==> config.mk <==
export PLATFORM = sky130hd
export DESIGN_NAME = johnson_phase_tracker
export DESIGN_NICKNAME = d
export VERILOG_FILES = /design/src/rtl/johnson_phase_tracker.sv
export SDC_FILE = /design/constraint.sdc
export NUM_CORES = 1
export LEC_CHECK = 0
export ABC_AREA = 1
export ABC_CLOCK_PERIOD_IN_PS = 3600
export BUFFER_PORTS_ARGS = -buffer_cell sky130_fd_sc_hd__buf_4
export CORE_ASPECT_RATIO = 0.6
export CORE_MARGIN = 2
export CORE_UTILIZATION = 50
export CTS_BUF_LIST = sky130_fd_sc_hd__clkbuf_4 sky130_fd_sc_hd__clkbuf_8 sky130_fd_sc_hd__clkbuf_16
export CTS_CLUSTER_DIAMETER = 150
export CTS_CLUSTER_SIZE = 14
export DETAILED_ROUTE_END_ITERATION = 10
export GPL_ROUTABILITY_DRIVEN = 0
export PLACE_DENSITY_LB_ADDON = 0.08
export SLEW_MARGIN = 20
export SYNTH_ARGS = -nofsm -noshare
export SYNTH_HDL_FRONTEND = slang
export SYNTH_SLANG_ARGS = --single-unit
==> constraint.sdc <==
create_clock -name clk -period 3.6 [get_ports clk]
set_input_delay 0.36 -clock clk [delete_from_list [all_inputs] [get_ports clk]]
set_output_delay 0.36 -clock clk [all_outputs]
set_load 0.02 [all_outputs]
==> src/rtl/johnson_phase_tracker.sv <==
// johnson_phase_tracker
// Decodes a Johnson-coded phase from an upstream counter, classifies each
// sample as hold / forward step / bad step against the previous legal
// sample, and runs a lock FSM (UNLOCKED -> ACQUIRE -> LOCKED) on top of it.
// All outputs are registered; one cycle from an in_valid sample to the
// decoded outputs.
// Optional feature: define JPT_REV_COUNT_EN to count completed revolutions
// while locked on rev_count; without it rev_count is tied to zero.
module johnson_phase_tracker #(
    parameter int WIDTH      = 4,
    parameter int LOCK_STEPS = 3
) (
    input  logic                          clk,
    input  logic                          reset,
    input  logic [WIDTH-1:0]              in_code,
    input  logic                          in_valid,
    input  logic                          clr_err,
    output logic [$clog2(2*WIDTH)-1:0]    phase,
    output logic [2*WIDTH-1:0]            phase_onehot,
    output logic                          code_legal,
    output logic                          locked,
    output logic                          step_err,
    output logic                          err_sticky,
    output logic [7:0]                    rev_count
);

    localparam int NPH = 2 * WIDTH;
    localparam int PW  = $clog2(NPH);

    typedef enum logic [1:0] {
        UNLOCKED = 2'd0,
        ACQUIRE  = 2'd1,
        LOCKED   = 2'd2
    } state_t;

    state_t        state;
    logic [3:0]    step_cnt;

    logic          dec_legal;
    logic [PW-1:0] dec_phase;
    logic [PW-1:0] fwd_phase;
    logic          is_fwd;
    logic          is_hold;
    logic          is_bad;
    logic [3:0]    cnt_nxt;

    // Legal code for phase k: k<=WIDTH ones from bit 0, otherwise
    // (2*WIDTH-k) ones packed against the MSB.
    function automatic logic [WIDTH-1:0] jcode(input int k);
        logic [WIDTH-1:0] c;
        c = '0;
        for (int b = 0; b < WIDTH; b++) begin
            if (k <= WIDTH) c[b] = (b < k);
            else            c[b] = (b >= WIDTH - (NPH - k));
        end
        return c;
    endfunction

    // Decode the incoming code and classify it against the last legal phase.
    // The phase register always holds the last legal phase, so it doubles
    // as the step reference.
    always_comb begin
        dec_legal = 1'b0;
        dec_phase = '0;
        for (int k = 0; k < NPH; k++) begin
            if (in_code == jcode(k)) begin
                dec_legal = 1'b1;
                dec_phase = PW'(k);
            end
        end
        fwd_phase = (phase == PW'(NPH - 1)) ? '0 : phase + PW'(1);
        is_fwd    = dec_legal && (dec_phase == fwd_phase);
        is_hold   = dec_legal && (dec_phase == phase);
        is_bad    = !(is_fwd || is_hold);
        cnt_nxt   = step_cnt + 4'd1;
    end

    // Lock FSM with registered decode outputs and error flags.
    always_ff @(posedge clk) begin
        if (!reset) begin
            state        <= UNLOCKED;
            step_cnt     <= 4'd0;
            phase        <= '0;
            phase_onehot <= '0;
            code_legal   <= 1'b0;
            locked       <= 1'b0;
            step_err     <= 1'b0;
            err_sticky   <= 1'b0;
        end else begin
            step_err <= 1'b0;
            if (clr_err) err_sticky <= 1'b0;
            if (in_valid) begin
                code_legal   <= dec_legal;
                phase_onehot <= dec_legal ? ({{(NPH-1){1'b0}}, 1'b1} << dec_phase) : '0;
                if (dec_legal) phase <= dec_phase;
                case (state)
                    UNLOCKED: begin
                        if (dec_legal) begin
                            state    <= ACQUIRE;
                            step_cnt <= 4'd0;
                        end
                    end
                    ACQUIRE: begin
                        if (is_bad) begin
                            state      <= UNLOCKED;
                            step_cnt   <= 4'd0;
                            step_err   <= 1'b1;
                            err_sticky <= 1'b1;
                        end else if (is_fwd) begin
                            step_cnt <= cnt_nxt;
                            if (cnt_nxt == 4'(LOCK_STEPS)) begin
                                state  <= LOCKED;
                                locked <= 1'b1;
                            end
                        end
                    end
                    LOCKED: begin
                        if (is_bad) begin
                            state      <= UNLOCKED;
                            step_cnt   <= 4'd0;
                            locked     <= 1'b0;
                            step_err   <= 1'b1;
                            err_sticky <= 1'b1;
                        end
                    end
                    default: begin
                        state  <= UNLOCKED;
                        locked <= 1'b0;
                    end
                endcase
            end
        end
    end

`ifdef JPT_REV_COUNT_EN
    logic [7:0] rev_q;

    // Count wraps from the last phase back to 0 while locked.
    always_ff @(posedge clk) begin
        if (!reset) begin
            rev_q <= 8'd0;
        end else if (in_valid && state == LOCKED && is_fwd && phase == PW'(NPH - 1)) begin
            rev_q <= rev_q + 8'd1;
        end
    end

    assign rev_count = rev_q;
`else
    assign rev_count = 8'd0;
`endif

endmodule
==> impl.org <==
** Run status
- The flow ran to the end, and the final reports show no timing, DRC or antenna violations.

** GRT
- For this run, the total global-route usage over all layers was measured as 21.07%.
- Initial antenna violation count :: 0
- Global-route wire length before repair :: 5140 µm
- Via count of the first global-routing pass :: 1139
- Total overflow reported by the global router :: 0
- Pin count of the biggest net entering global routing :: 18

** Pwr
- Proportion of power drawn by the clock network :: 26.3%
- Switching fraction of total power :: 34.90%
- VDD sags by at most 256.9 µV.
- Tot Pwr :: 0.6243 mW
- Of the total power, combinational logic draws 30.7%.
- Summed over all nets, the switching power comes to 0.2179 mW.
- Relative contribution of sequential cells to total power :: 43.0%
- For this design the static power due to leakage is 0.7597 nW.
- Power spread over the standard cell area amounts to 403.7 nW/µm².
- Cell internal power was estimated by the tool at 0.4064 mW.

** STA
- Hold Violations, Final :: 0
- Based on the critical path, the design can be clocked at up to 518.3 MHz.
- Setup TNS :: 0 ps
- Final critical path time including I/O delays and setup :: 1930 ps
- Fin. max-slew vios :: 0
- Unrepaired setup endpoints after global routing :: false
- Final clock period utilization by the worst path :: 53.60%
- Least setup slack across all paths after layout :: 1670 ps
- Setup violations remaining at the end of the flow were counted as 0.
- Worst setup skew after layout :: 6.942 ps

** Final layout
- After filler insertion, the fill cell instance count of the layout stands at 232.
- Leading cell type in the layout, fill and taps excluded :: nand2_1
- The post-route netlist has 21.13% of its cells at a drive strength greater than 1.
- Leaving out fill and tap cells, the most frequent cells in the layout are 35 x nand2_1, 26 x nor2_1, 22 x buf_4.
- The final layout contains 230 nets.
- Once layout is complete, the utilization of the core stands at 61.31%.
- Area delta synth->final :: 15.62%
- The repair_antennas step left the layout with diodes totalling 0.
- Summing all non-filler instances in the final layout gives an area of 1546 µm².

** CTS
- TritonCTS built the clock tree.
- For the worst-skew pair, the clock arrives at the later sink with an insertion delay of 260 ps.
- Clk pin slew, worst setup/hold paths :: 80 ps
- Number of setup buffers added after CTS :: 0
- Maximum count of clock buffers along a single path :: 2
- The number of clock buffers added by TritonCTS is 3.
- Buffers inserted to repair hold after CTS numbered 0.
- # clock sinks :: 21
- The cell sitting at the root of the clock tree is a clkbuf_8.
- Number of H-tree levels :: 1
- After clock tree synthesis, the repair step resized 0 gates.

** Route
- Detailed routing placed a total of 1300 µm of wire on met2.
- Routed length on met3 :: 286 µm
- The highest layer touched by signal routing is met4.
- Detail Route Antenna Nets :: 0
- Vias per inst :: 5.351
- The detailed router finished its first iteration with 98 violations.
- The first detailed-routing pass ran for 5 iterations.
- Dividing the detail-routed wire length by the instance count gives 12.87 µm.
- In the routed design, unresolved DRC markers number 0.
- For this block, the via count after detailed routing is 1311.
- Detailed-routing wirelength on met1 :: 1558 µm
- Post-Route WL :: 3153 µm

** Worst setup path
- The critical path goes through ha_1 -> ha_1 -> inv_1 -> nand3_1 -> nand2_1 -> nor2_2 -> nand3_2 -> nand2_2 -> nor2_2 -> nor2_4 -> nand3_2 -> nand2_1 -> inv_1 -> nor2_1.
- Cell family with the largest share of critical-path delay :: simple AND/OR/NAND/NOR gates
- Startpoint Class :: flip-flop
- The worst register-to-register path has a setup slack of 1670 ps.
- Highest net fanout along the worst path :: 7
- Maximum single-stage delay on the critical path :: 360 ps
- STA puts the critical path data arrival time at 2130 ps.
- The worst setup path is captured at a flip-flop.
- Required time of the critical path :: 3800 ps
- Number of buffers and inverters on the critical path :: 2
- Register-to-Register Path Depth :: 14
- Critical setup path kind :: reg -> reg
- The critical path runs through a total of 14 cells.
- Among all stages on the critical path, the largest delay is contributed by dfxtp_1.

** Floorplan
- Area of the core region :: 2522 µm²
- Initial core utilization :: 53.03%
- The floorplan step set the die width to 70.77 µm.
- DIE HEIGHT :: 44.07 µm
- During I/O placement, the number of pins put on the boundary was 31.
- Site Rows :: 14
- Die Footprint :: 3118 µm²

** Yosys
- Summing the sequential cell areas from Yosys gives 31.43% of the chip area.
- In this run, synthesis inferred 0 flip-flops with an integrated enable.
- Synthesized area per cell :: 7.003 µm²
- Count of state elements after synthesis :: 21
- Counting distinct cell types in the post-synthesis netlist gives 28.
- Syn Std Cell Area :: 1338 µm²
- Main flop type after synthesis :: dfxtp_1
- In the synthesized netlist, the number of instances is 191.
- Warnings from Yosys :: 0
- After synthesis, the share of flip-flops with an asynchronous set or reset is 0%.

** Run
- Max-cap violations in this run came to 0.

** Placement
- Placement Cell Area :: 1498 µm²
- Placement Setup Slack :: 1644 ps
- During placement, the flow inserted port buffers numbering 22.
- Final HPWL from detailed placement :: 2402 µm

** Min path
- Min-Delay Path Class :: in -> reg
- Hold Path Cell Cnt :: 2
-- synth_stat cells (2+ instances only) --
| cell | number | area [µm²] |
|---|---|---|
| nand2_2 | 4 | 25.02 |
| nor2_2 | 6 | 37.54 |
| o21ai_0 | 8 | 40.04 |
| a21oi_1 | 8 | 40.04 |
| clkbuf_1 | 3 | 11.26 |
| inv_1 | 20 | 75.07 |
| nand3_2 | 5 | 50.05 |
| dfxtp_1 | 21 | 420.4 |
| a22oi_1 | 2 | 15.01 |
| nor2_1 | 26 | 97.59 |
| nand3_1 | 17 | 85.08 |
| nand4_1 | 7 | 43.79 |
| nand2_1 | 35 | 131.4 |
| buf_4 | 8 | 60.06 |
| ha_1 | 8 | 100.1 |
-- area by class of cell --
type	instances	area (µm²)	share of cell area, %
multi-input cells	144	789.5	51.05
inverters	22	82.58	5.340
repair buffers	22	165.2	10.68
flip-flops and latches	21	420.4	27.18
clock buffers	4	48.80	3.155
well taps	32	40.04	2.589
-- power by group through the flow --
stage | Sequential (mW) | Combinational [mW] | Clock (mW)
2_1_floorplan | 0.281 | 0.135 | 0
3_3_place_gp | 0.272 | 0.186 | 0
3_5_place_dp | 0.273 | 0.189 | 0
4_1_cts | 0.268 | 0.190 | 0.165
5_1_grt | 0.270 | 0.214 | 0.175
6_report | 0.269 | 0.192 | 0.164
-- through the flow --
step                      hold WS (ps)  instances
after floorplan                  461.2        198
after global placement           450.0        241
after detailed placement         467.2        241
after CTS                        281.2        245
after global routing             299.9        245
final                            281.9        245
-- worst register-to-register path, cell delays in order (launching register included) --
cell and delay [ps]:
dfxtp_1 360, ha_1 220, ha_1 300, inv_1 40
nand3_1 70, nand2_1 60, nor2_2 80, nand3_2 120
nand2_2 100, nor2_2 50, nor2_4 160, nand3_2 90
nand2_1 70, inv_1 40, nor2_1 80
-- cells by family after synthesis --
group	count (synthesis)	synth area share, %
other	1	0.2804
adder cells (fa/ha/maj)	8	7.484
buffers and inverters	33	11.51
XOR/XNOR	2	1.310
AND/OR/NAND/NOR	105	39.29
AO/OA/AOI/OAI	21	8.700
flip-flops	21	31.43
-- worst paths after layout --
kind                                 start    endpoint
worst max-delay path              phase[0]    state[0]
worst min-delay path               clr_err  err_sticky
worst max register to register    phase[0]    state[0]
worst min register to register  err_sticky  err_sticky
-- routing by layer --
layer	vias up	track usage, %
li1	645	-
met1	599	30.88
met2	65	32.15
met3	2	5.695
met4	0	3.019
met5	-	0
-- sequential cells by signal, summed over array words and instances (netlist names) --
register	flops
step_err	1
state	2
err_sticky	1
step_cnt	4
phase_onehot	8
phase	3
code_legal	1
locked	1
(Power assumes the default switching activity.)
